==> config.mk <==
export PLATFORM = sky130hd
export DESIGN_NAME = reg_ro_bank_shifter
export DESIGN_NICKNAME = d
export VERILOG_FILES = /design/src/rtl/reg_ro_bank_shifter.sv
export SDC_FILE = /design/constraint.sdc
export NUM_CORES = 1
export LEC_CHECK = 0
export CAP_MARGIN = 40
export CORE_ASPECT_RATIO = 2
export CORE_MARGIN = 5
export CORE_UTILIZATION = 50
export CTS_CLUSTER_SIZE = 16
export DETAILED_ROUTE_END_ITERATION = 12
export DONT_BUFFER_PORTS = 1
export PLACE_DENSITY_LB_ADDON = 0.05
export SLEW_MARGIN = 5
export SYNTH_ARGS = -nofsm -noshare
export SYNTH_HDL_FRONTEND = slang
export SYNTH_SLANG_ARGS = --single-unit
==> constraint.sdc <==
create_clock -name bclk -period 3.05 [get_ports bclk]
set_clock_uncertainty 0.15 [all_clocks]
set_input_delay 0.61 -clock bclk [delete_from_list [all_inputs] [get_ports bclk]]
set_output_delay 0.61 -clock bclk [all_outputs]
set_load 0.05 [all_outputs]
==> src/rtl/reg_ro_bank_shifter.sv <==
// reg_ro_bank_shifter
//   Serial readout of a bank of read-only registers. latchOut captures the
//   word chosen by regSel, and each shiftEn cycle then presents one bit of it
//   on shiftOut. The bit order is selectable, and an even-parity bit can
//   optionally follow the data bits.
// Ports
//   bclk     : clock, all state on posedge
//   rst      : synchronous reset, active high, works even when clkEn=0
//   clkEn    : state advances only when 1
//   dataIn   : NREG words packed, reg k = dataIn[k*WIDTH +: WIDTH]
//   regSel   : register index used on a latch cycle
//   latchOut : load the selected word and start a new readout
//   shiftEn  : advance one bit
//   shiftOut : serial data (combinational)
//   busy     : state is SHIFT or PAR
//   done     : state is DONE
//   selErr   : last latch used an out-of-range regSel
module reg_ro_bank_shifter #(
  parameter int WIDTH     = 32,
  parameter int NREG      = 4,
  parameter int SELW      = 2,
  parameter bit MSB_FIRST = 1'b1,
  parameter bit PARITY    = 1'b0
) (
  input  logic                  bclk,
  input  logic                  rst,
  input  logic                  clkEn,
  input  logic [NREG*WIDTH-1:0] dataIn,
  input  logic [SELW-1:0]       regSel,
  input  logic                  latchOut,
  input  logic                  shiftEn,
  output logic                  shiftOut,
  output logic                  busy,
  output logic                  done,
  output logic                  selErr
);

  localparam int CW = $clog2(WIDTH + 1);

  typedef enum logic [1:0] {IDLE, SHIFT, PAR, DONE} state_t;

  state_t           state, nextState;
  logic [WIDTH-1:0] shifter;
  logic [CW-1:0]    count;
  logic             parity;
  logic [WIDTH-1:0] selWord;
  logic             selValid;
  logic             advance;
  logic             outBit;

  // A latch always wins over a shift in the same cycle.
  assign advance = shiftEn & ~latchOut;

  // The bit at the output end of the shifter.
  assign outBit = MSB_FIRST ? shifter[WIDTH-1] : shifter[0];

  // Register select. An out-of-range index loads an all-zero word.
  always_comb begin
    selWord  = '0;
    selValid = (int'(regSel) < NREG);
    for (int k = 0; k < NREG; k++)
      if (int'(regSel) == k) selWord = dataIn[k*WIDTH +: WIDTH];
  end

  // State register
  always_ff @(posedge bclk) begin
    if (rst)        state <= IDLE;
    else if (clkEn) state <= nextState;
  end

  // Next-state logic
  always_comb begin
    nextState = state;
    if (latchOut) begin
      nextState = SHIFT;
    end else begin
      case (state)
        SHIFT: if (shiftEn && count == CW'(1)) nextState = PARITY ? PAR : DONE;
        PAR:   if (shiftEn) nextState = DONE;
        default: nextState = state;
      endcase
    end
  end

  // Output logic
  always_comb begin
    shiftOut = 1'b0;
    busy     = (state == SHIFT) || (state == PAR);
    done     = (state == DONE);
    case (state)
      SHIFT:   shiftOut = advance & outBit;
      PAR:     shiftOut = advance & parity;
      default: shiftOut = 1'b0;
    endcase
  end

  // Datapath: shifter, bit count, stored parity, select error
  always_ff @(posedge bclk) begin
    if (rst) begin
      shifter <= '0;
      count   <= '0;
      parity  <= 1'b0;
      selErr  <= 1'b0;
    end else if (clkEn) begin
      if (latchOut) begin
        shifter <= selWord;
        count   <= CW'(WIDTH);
        parity  <= ^selWord;
        selErr  <= ~selValid;
      end else if (state == SHIFT && shiftEn) begin
        // Move the next bit toward the output end and fill with zeros.
        shifter <= MSB_FIRST ? {shifter[WIDTH-2:0], 1'b0}
                             : {1'b0, shifter[WIDTH-1:1]};
        count   <= count - CW'(1);
      end
    end
  end

endmodule
# After elaboration in Yosys (flattened, before gate mapping)
# Cells that the tools add are included.
[totals]
regBits = 41
wordCells = 41
[classes]
add_sub_neg = 1
eq_ne = 9
n_mux = 13
bitwise = 4
n_reduce_logical = 10
[op_table]
columns = ["cell", "n"]
rows = [
  ["$mux 32", 6],
  ["$reduce_xor 32->1", 1],
  ["$mux 6", 2],
  ["$eq 2x2->1 const B", 4],
  ["$eq 6x1->1 const B", 1],
  ["$mux 2", 3],
  ["$ne 3x3->1 const B", 2],
  ["$sub 6x1->6 const B", 1],
  ["$eq 2x1->1 const B", 2],
  ["$pmux 2 s2", 1],
  ["$reduce_and 2->1", 2],
  ["$reduce_and 4->1", 1],
  ["$and 1x1->1", 3],
  ["$reduce_bool 3->1", 1],
  ["$logic_and 1x1->1", 2],
  ["$logic_not 2->1", 1],
  ["$pmux 1 s2", 1],
  ["$reduce_bool 2->1", 1],
  ["$logic_or 1x1->1", 1],
  ["$not 1->1", 1],
]

# Longest topological paths before layout
# Gate-level depths: netlist of the first run.
[logic_depth]
word_depth = 6
mapped_depth = 9
mapped_depth_nobuf = 8

# Least setup slack after synthesis of the first run
# OpenSTA, ideal clock, no wires.
[synth_timing]
kind = "input port to output port"
from = "input latchOut"
to = "output shiftOut"
t_arrival_ps = 2587
required_time_ps = 2290
path_slack_ps = -297
stages = 3
path_buffers = 2
cell_sequence = "buf_6 buf_4 nor4b_1"
[synth_between]
elab_chain_len = 4
elab_cells_between_ends = 5
classes_between = "mux (1); bitwise (4)"
[synth_lines]
columns = ["item", "line", "text"]
rows = [
  ["start, declared", "30", "input logic latchOut,"],
  ["$not 1->1 (*)", "52", "assign advance = shiftEn & ~latchOut;"],
  ["$and 1x1->1 (*)", "52", ""],
  ["$and 1x1->1, on equally long branches", "92, 91", ""],
  ["$pmux 1 s2 (*)", "90", "case (state)"],
  ["end, declared", "32", "output logic shiftOut,"],
]
# Every way passes the cells marked *; elsewhere a longest branch is shown, timed or not.

# Worst setup path in the final report of the first run
[layout_timing]
from = "register state[0]"
to = "output shiftOut"
[layout_between]
elab_chain_len = 2
elab_cells_between_ends = 3
classes_between = "eq/ne (2); mux (1)"
[layout_lines]
columns = ["item", "line", "text"]
rows = [
  ["start, declared", "42", "state_t state, nextState;"],
  ["start signal, assigned", "68", "else if (clkEn) state <= nextState;"],
  ["$eq 2x2->1 / $eq 2x1->1 (equally long branches)", "90", ""],
  ["$pmux 1 s2 (*)", "90", ""],
]
# Marked as above.

==> metrics.csv, run 1 <==
stage,metric,value,unit
worst_setup_path,type of origin of the critical path,register,
clocking,clock buffer depth,2,
job,max-cap check violation count,0,
global_routing,pin count of the biggest net entering global routing,40,
worst_setup_path,kind of end point of the critical path,primary output,
clocking,H-tree Lvls,2,
drt,first-pass iteration count of the detailed router,4,
synthesis,mux cell area share after synthesis,36.0,%
final_layout,"commonest non-fill, non-tap cell in the layout",nor2_1,
power_and_ir_drop,Power per Cell Area,549,nW/um2
floorplanning,Core ar.,5710,um2
synthesis,ys async rst share,0,%
sta,unrepaired setup endpoints after global routing,no,
floorplanning,I/O pin total,139,
drt,DR iter-0 viols,96,
synthesis,syn_nets,411,
placed_design,DP HPWL,5.26,mm
floorplanning,die area,7620,um2
placed_design,DP Cell Count,311,
clocking,Post-CTS Setup Bufs,0,
drt,ANT nets after route,0,
min_path,worst min path class,in2reg,
final_layout,# diodes,0,
global_routing,Overflow after GRT,0,
synthesis,Post-Synth Simple-Gate Area,8.16,%
clocking,post-cts resize count,0,
drt,via count,2056,
clocking,Clock transition at path regs,60,ps
sta,post-route clock period utilization,74.3,%
synthesis,adder-cell share of the synthesized area,2.12,%
final_layout,P&R area growth vs syn,4.84,%
sta,Post-Route Setup TNS,0,ps
global_routing,global-route wire length before repair,11.0,mm
global_routing,vias in the first global route,2279,
worst_setup_path,Worst EP arrival,1500,ps
sta,final number of setup-violating endpoints,0,
sta,fin crit period,2260,ps
sta,Tightest Pin Transition,573,ps
placed_design,Final GP Congestion,0.739,
synthesis,number of synthesized flops with an enable pin,0,
final_layout,fin cells,319,
min_path,Worst Hold Endpoint,count[5],
final_layout,"Net count, final",397,
synthesis,Post-synth top flop,dfxtp_1,
synthesis,number of synthesized register bits,41,
power_and_ir_drop,Leak,1.12,nW
clocking,Num Clock Sinks,41,
worst_setup_path,Critical Path RT,2290,ps
min_path,worst hold path depth,1,
clocking,hold buffers post-CTS,0,
drt,routed len/inst,20.9,um
clocking,total CTS buffers,5,
synthesis,"Avg Cell Area, Syn",10.9,um2
drt,Post-route DRC,0,
worst_setup_path,crit path max fanout,4,
synthesis,compound-gate portion of the synthesized area,9.77,%
worst_setup_path,R2R setup slack,920,ps
worst_setup_path,reg2reg start,state[0],
sta,hold_ws,243,ps
synthesis,"Distinct cells, synth",31,
drt,Vias/cell,6.45,
synthesis,Yosys warning total,0,
sta,Fin. Hold Viols,0,
worst_setup_path,reg2reg path depth,7,
synthesis,xor/xnor share of the synthesized area,10.4,%
clocking,clk root buf,clkbuf_16,
worst_setup_path,worst r2r dst,count[4],
floorplanning,Initial Utilization,51.6,%
floorplanning,Site Rows,39,
sta,Slew Limit Fails,0,
sta,Slew HR,61.8,%
clocking,Skew-Pair Late Insertion Delay,280,ps
sta,FMAX,442,MHz
global_routing,initial antenna violation count,0,
synthesis,sequential fraction of the synthesis area,27.9,%
global_routing,total track usage,18.0,%
power_and_ir_drop,VDD IR-drop max,0.000513,V
final_layout,layout cell share with drive strength beyond 1,14.7,%
synthesis,Post-Syn Area,2950,um2
floorplanning,Die Ht,119,um
status,status,completed,
min_path,worst hold path startpoint,rst,
power_and_ir_drop,total power,1.69,mW
synthesis,synthesized netlist cell count,271,
final_layout,final instance area,3090,um2
final_layout,most frequent cells in the layout,"nor2_1, dfxtp_1, mux2i_1",
synthesis,main combinational cell family by area after synthesis,multiplexers,
floorplanning,Die W,64.3,um
worst_setup_path,Crit Path Category,reg2out,
final_layout,fillcell total,518,
placed_design,DP Area,2920,um2
clocking,TritonCTS clock tree,built,
drt,Total Wirelength,6.67,mm
placed_design,count of buffers from port buffering,0,
[area by class of cell]
class                      instances  area (um2)  area share [%]
clock buffer                       7         143            4.62
clock inverter                     1        30.0           0.972
inverter                           6        22.5           0.729
multi-input combinational        201        1970            63.7
sequential                        41         821            26.6
tap                               61        76.3            2.47
timing repair buffer               2        27.5           0.891
[cell families (layout without fill, tap and decap cells)]
kind of cell	Yosys count	in the layout
AOI/OAI and AO/OA	40	40
xor gates and xnor gates	35	35
adders and majority gates	5	5
buffers and inverters	29	16
DFF	41	41
muxes	64	64
other	1	1
and+or+nand+nor	56	56
[critical path, cell delays in order (launching register included)]
cell and delay (ps):
dfxtp_1 370, inv_1 60, ha_1 220, mux2i_1 130, nor4b_2 210, buf_4 230
[power by group]
| group | switching (mW) | internal (mW) | total [mW] |
|---|---|---|---|
| combinational | 0.204 | 0.268 | 0.472 |
| sequential | 0.0233 | 0.579 | 0.602 |
| clock | 0.211 | 0.409 | 0.620 |
[metrics by stage]
step	worst slack (ps)	util, %
2_1_floorplan	399	-
3_3_place_gp	502	51.1
3_5_place_dp	489	51.1
4_1_cts	761	54.1
5_1_grt	654	54.1
6_report	785	54.1
[worst max-delay path by stage]
stage | slack [ps] | from | end | depth (start not counted)
finish | 790 | state[0] | shiftOut | 5
global route | 650 | state[0] | shiftOut | 5
floorplan | 400 | latchOut | shiftOut | 3
global placement | 500 | regSel[0] | parity | 7
CTS | 760 | state[0] | shiftOut | 5
detailed placement | 490 | regSel[0] | parity | 7
[flip-flops by register name, indices dropped and copies added (netlist names)]
register / cells
parity: 1
count: 6
shifter: 32
state: 2
[cells in the mapped netlist, types with 2 or more instances]
master	n	share of area [%]
xnor2_1	29	8.6
a211oi_1	31	7.9
nor3_1	2	0.34
clkbuf_1	8	1.0
a21oi_1	5	0.85
buf_2	4	0.68
mux4_1	5	4.5
buf_6	3	1.1
xor2_1	6	1.8
mux4_2	27	21
inv_1	6	0.76
nor2_1	43	5.5
ha_1	5	2.1
dfxtp_1	41	28
buf_4	3	0.76
buf_1	4	0.51
nand4b_1	2	0.59
nand2_1	3	0.38
mux2i_1	32	11
[per-layer routing]
metal / global-route usage [%] / share of wire, %
met2: 30.9 / 54
met4: 7.13 / 2.1
met5: 0 / 0
met1: 20.4 / 36
met3: 5.31 / 7.4
Note: power is estimated with default switching activity, not from simulation.
==> inputs of run 2 (changes only) <==
==> constraint.sdc (replaced) <==
create_clock -name bclk -period 1.91 [get_ports bclk]
set_clock_uncertainty 0.15 [all_clocks]
set_input_delay 0.382 -clock bclk [delete_from_list [all_inputs] [get_ports bclk]]
set_output_delay 0.382 -clock bclk [all_outputs]
set_load 0.05 [all_outputs]
==> metrics.csv, run 2 (same netlist as run 1, synthesis figures left out) <==
stage,metric,value,unit
status,status,"finished, violations left",
status,failing checks,negative setup slack,
worst_setup_path,type of origin of the critical path,primary input,
sta,hold_ws,10.2,ps
final_layout,Largest regs,"shifter (32), count (6), state (2)",
power_and_ir_drop,Sw Pwr,734,uW
worst_setup_path,Critical-path top delay cell,mux4_2,
global_routing,initial antenna violation count,0,
global_routing,Overflow after GRT,0,
worst_setup_path,most used cell along the critical path,xnor2_1,
sta,fin crit period,1940,ps
drt,ANT nets after route,0,
drt,first-pass iteration count of the detailed router,4,
drt,Vias/cell,6.39,
power_and_ir_drop,switching share of power,26.4,%
floorplanning,Die Ht,119,um
worst_setup_path,Critical Path RT,1950,ps
final_layout,"Net count, final",405,
final_layout,"commonest non-fill, non-tap cell in the layout",nor2_1,
placed_design,count of buffers from port buffering,0,
global_routing,pin count of the biggest net entering global routing,63,
clocking,H-tree Lvls,2,
clocking,clk root buf,clkbuf_16,
placed_design,DP Cell Count,316,
worst_setup_path,CP cell instances,mux4_2 > xnor2_1 > xnor2_1 > xnor2_1 > xnor2_1 > xnor2_1 > a311oi_1,
placed_design,Setup WS pre-CTS,-424,ps
final_layout,area occupied by multi-input gates,2030,um2
worst_setup_path,Worst Path Buf+Inv,0,
final_layout,P&R area growth vs syn,9.69,%
clocking,Num Clock Sinks,41,
final_layout,Largest register FFs,32,
worst_setup_path,Crit Path Category,in2reg,
final_layout,Top reg by flops,shifter,
drt,routed len/inst,22.7,um
floorplanning,Site Rows,39,
sta,final number of setup-violating endpoints,2,
sta,FMAX,517,MHz
worst_setup_path,largest stage delay on the critical path,510,ps
clocking,TritonCTS clock tree,built,
drt,Total Wirelength,7.41,mm
global_routing,total track usage,18.8,%
sta,Fin. Hold Viols,0,
floorplanning,Core ar.,5710,um2
floorplanning,Initial Utilization,51.6,%
worst_setup_path,crit path max fanout,32,
job,max-cap check violation count,0,
sta,unrepaired setup endpoints after global routing,yes,
floorplanning,Die W,64.3,um
sta,Slew Limit Fails,0,
power_and_ir_drop,clock power share,35.9,%
worst_setup_path,kind of end point of the critical path,register,
power_and_ir_drop,Logic pwr share,29.3,%
drt,DR iter-0 viols,49,
global_routing,global-route wire length before repair,11.4,mm
final_layout,fillcell total,489,
final_layout,layout cell share with drive strength beyond 1,25.6,%
power_and_ir_drop,Sequential Power Share,34.8,%
min_path,worst min path class,in2reg,
floorplanning,I/O pin total,139,
worst_setup_path,cell family with most CP delay,XOR/XNOR gates,
power_and_ir_drop,P_int,2.04,mW
sta,Post-Route Setup TNS,-48.0,ps
placed_design,DP HPWL,5.54,mm
global_routing,vias in the first global route,2301,
floorplanning,die area,7620,um2
clocking,Clock transition at path regs,60,ps
clocking,total CTS buffers,5,
sta,Final Worst Setup Slack,-25.4,ps
final_layout,fin cells,327,
power_and_ir_drop,total power,2.78,mW
clocking,clock buffer depth,2,
final_layout,most frequent cells in the layout,"nor2_1, dfxtp_1, mux2i_1, mux4_2, xnor2_1",
drt,via count,2088,
final_layout,register area,823,um2
placed_design,Final GP Congestion,0.724,
power_and_ir_drop,Power per Cell Area,859,nW/um2
power_and_ir_drop,VDD IR-drop max,0.000772,V
final_layout,# diodes,0,
worst_setup_path,Worst EP arrival,1980,ps
clocking,Skew-Pair Late Insertion Delay,280,ps
power_and_ir_drop,Leak,1.17,nW
sta,post-route clock period utilization,101,%
drt,Post-route DRC,0,
worst_setup_path,R2R setup slack,90,ps
[run 2: timing repair]
action	CTS	global route
setup buffers	2	0
pin swaps	4	7
resized for setup	6	10
gates cloned	0	1
endpoints found under the setup margin	3	22
hold buffers	0	0
[run 2: power by group through the flow]
stage | combinational (mW) | sequential [mW] | clock [mW]
finish | 0.813 | 0.965 | 0.997
detailed placement | 0.791 | 0.982 | 0
floorplan | 0.751 | 0.971 | 0
CTS | 0.801 | 0.965 | 1.01
global placement | 0.784 | 0.982 | 0
global route | 0.889 | 0.974 | 1.05
[run 2: worst register-to-register path: cells and delay by family, from the launching register on]
family,cells,cell delay (ps)
AO/OA/AOI/OAI,2,420
adder cells (fa/ha/maj),1,240
buffers and inverters,2,360
flip-flops,1,320
AND/OR/NAND/NOR,1,250
[run 2: stage by stage]
| step | area, um2 | util, % |
|---|---|---|
| floorplan | 2980 | - |
| global placement | 2950 | 51.7 |
| detailed placement | 2950 | 51.7 |
| CTS | 3160 | 55.3 |
| global route | 3230 | 56.6 |
| finish | 3230 | 56.6 |
[run 2: layer usage]
layer	GRT usage, %	vias up	part of all wire, %
li1	-	991	-
met1	22.2	996	37
met2	32.0	91	54
met3	5.60	10	7.1
met4	5.61	0	1.7
met5	0	-	0
[run 2: final cells by class]
type	instances	share of cell area, %
Clock buffer	6	4.30
Timing Repair Buffer	10	3.25
Multi-Input combinational cell	201	62.7
Sequential cell	41	25.5
Tap cell	61	2.36
Clock inverter	2	1.16
Inverter	6	0.697
[run 2: final timing paths]
kind / start / to / cells after the start
worst max-delay path: regSel[0] / parity / 7
worst min-delay path: rst / state[0] / 1
worst max register to register: state[0] / shifter[15] / 6
worst min register to register: shifter[2] / shifter[2] / 2
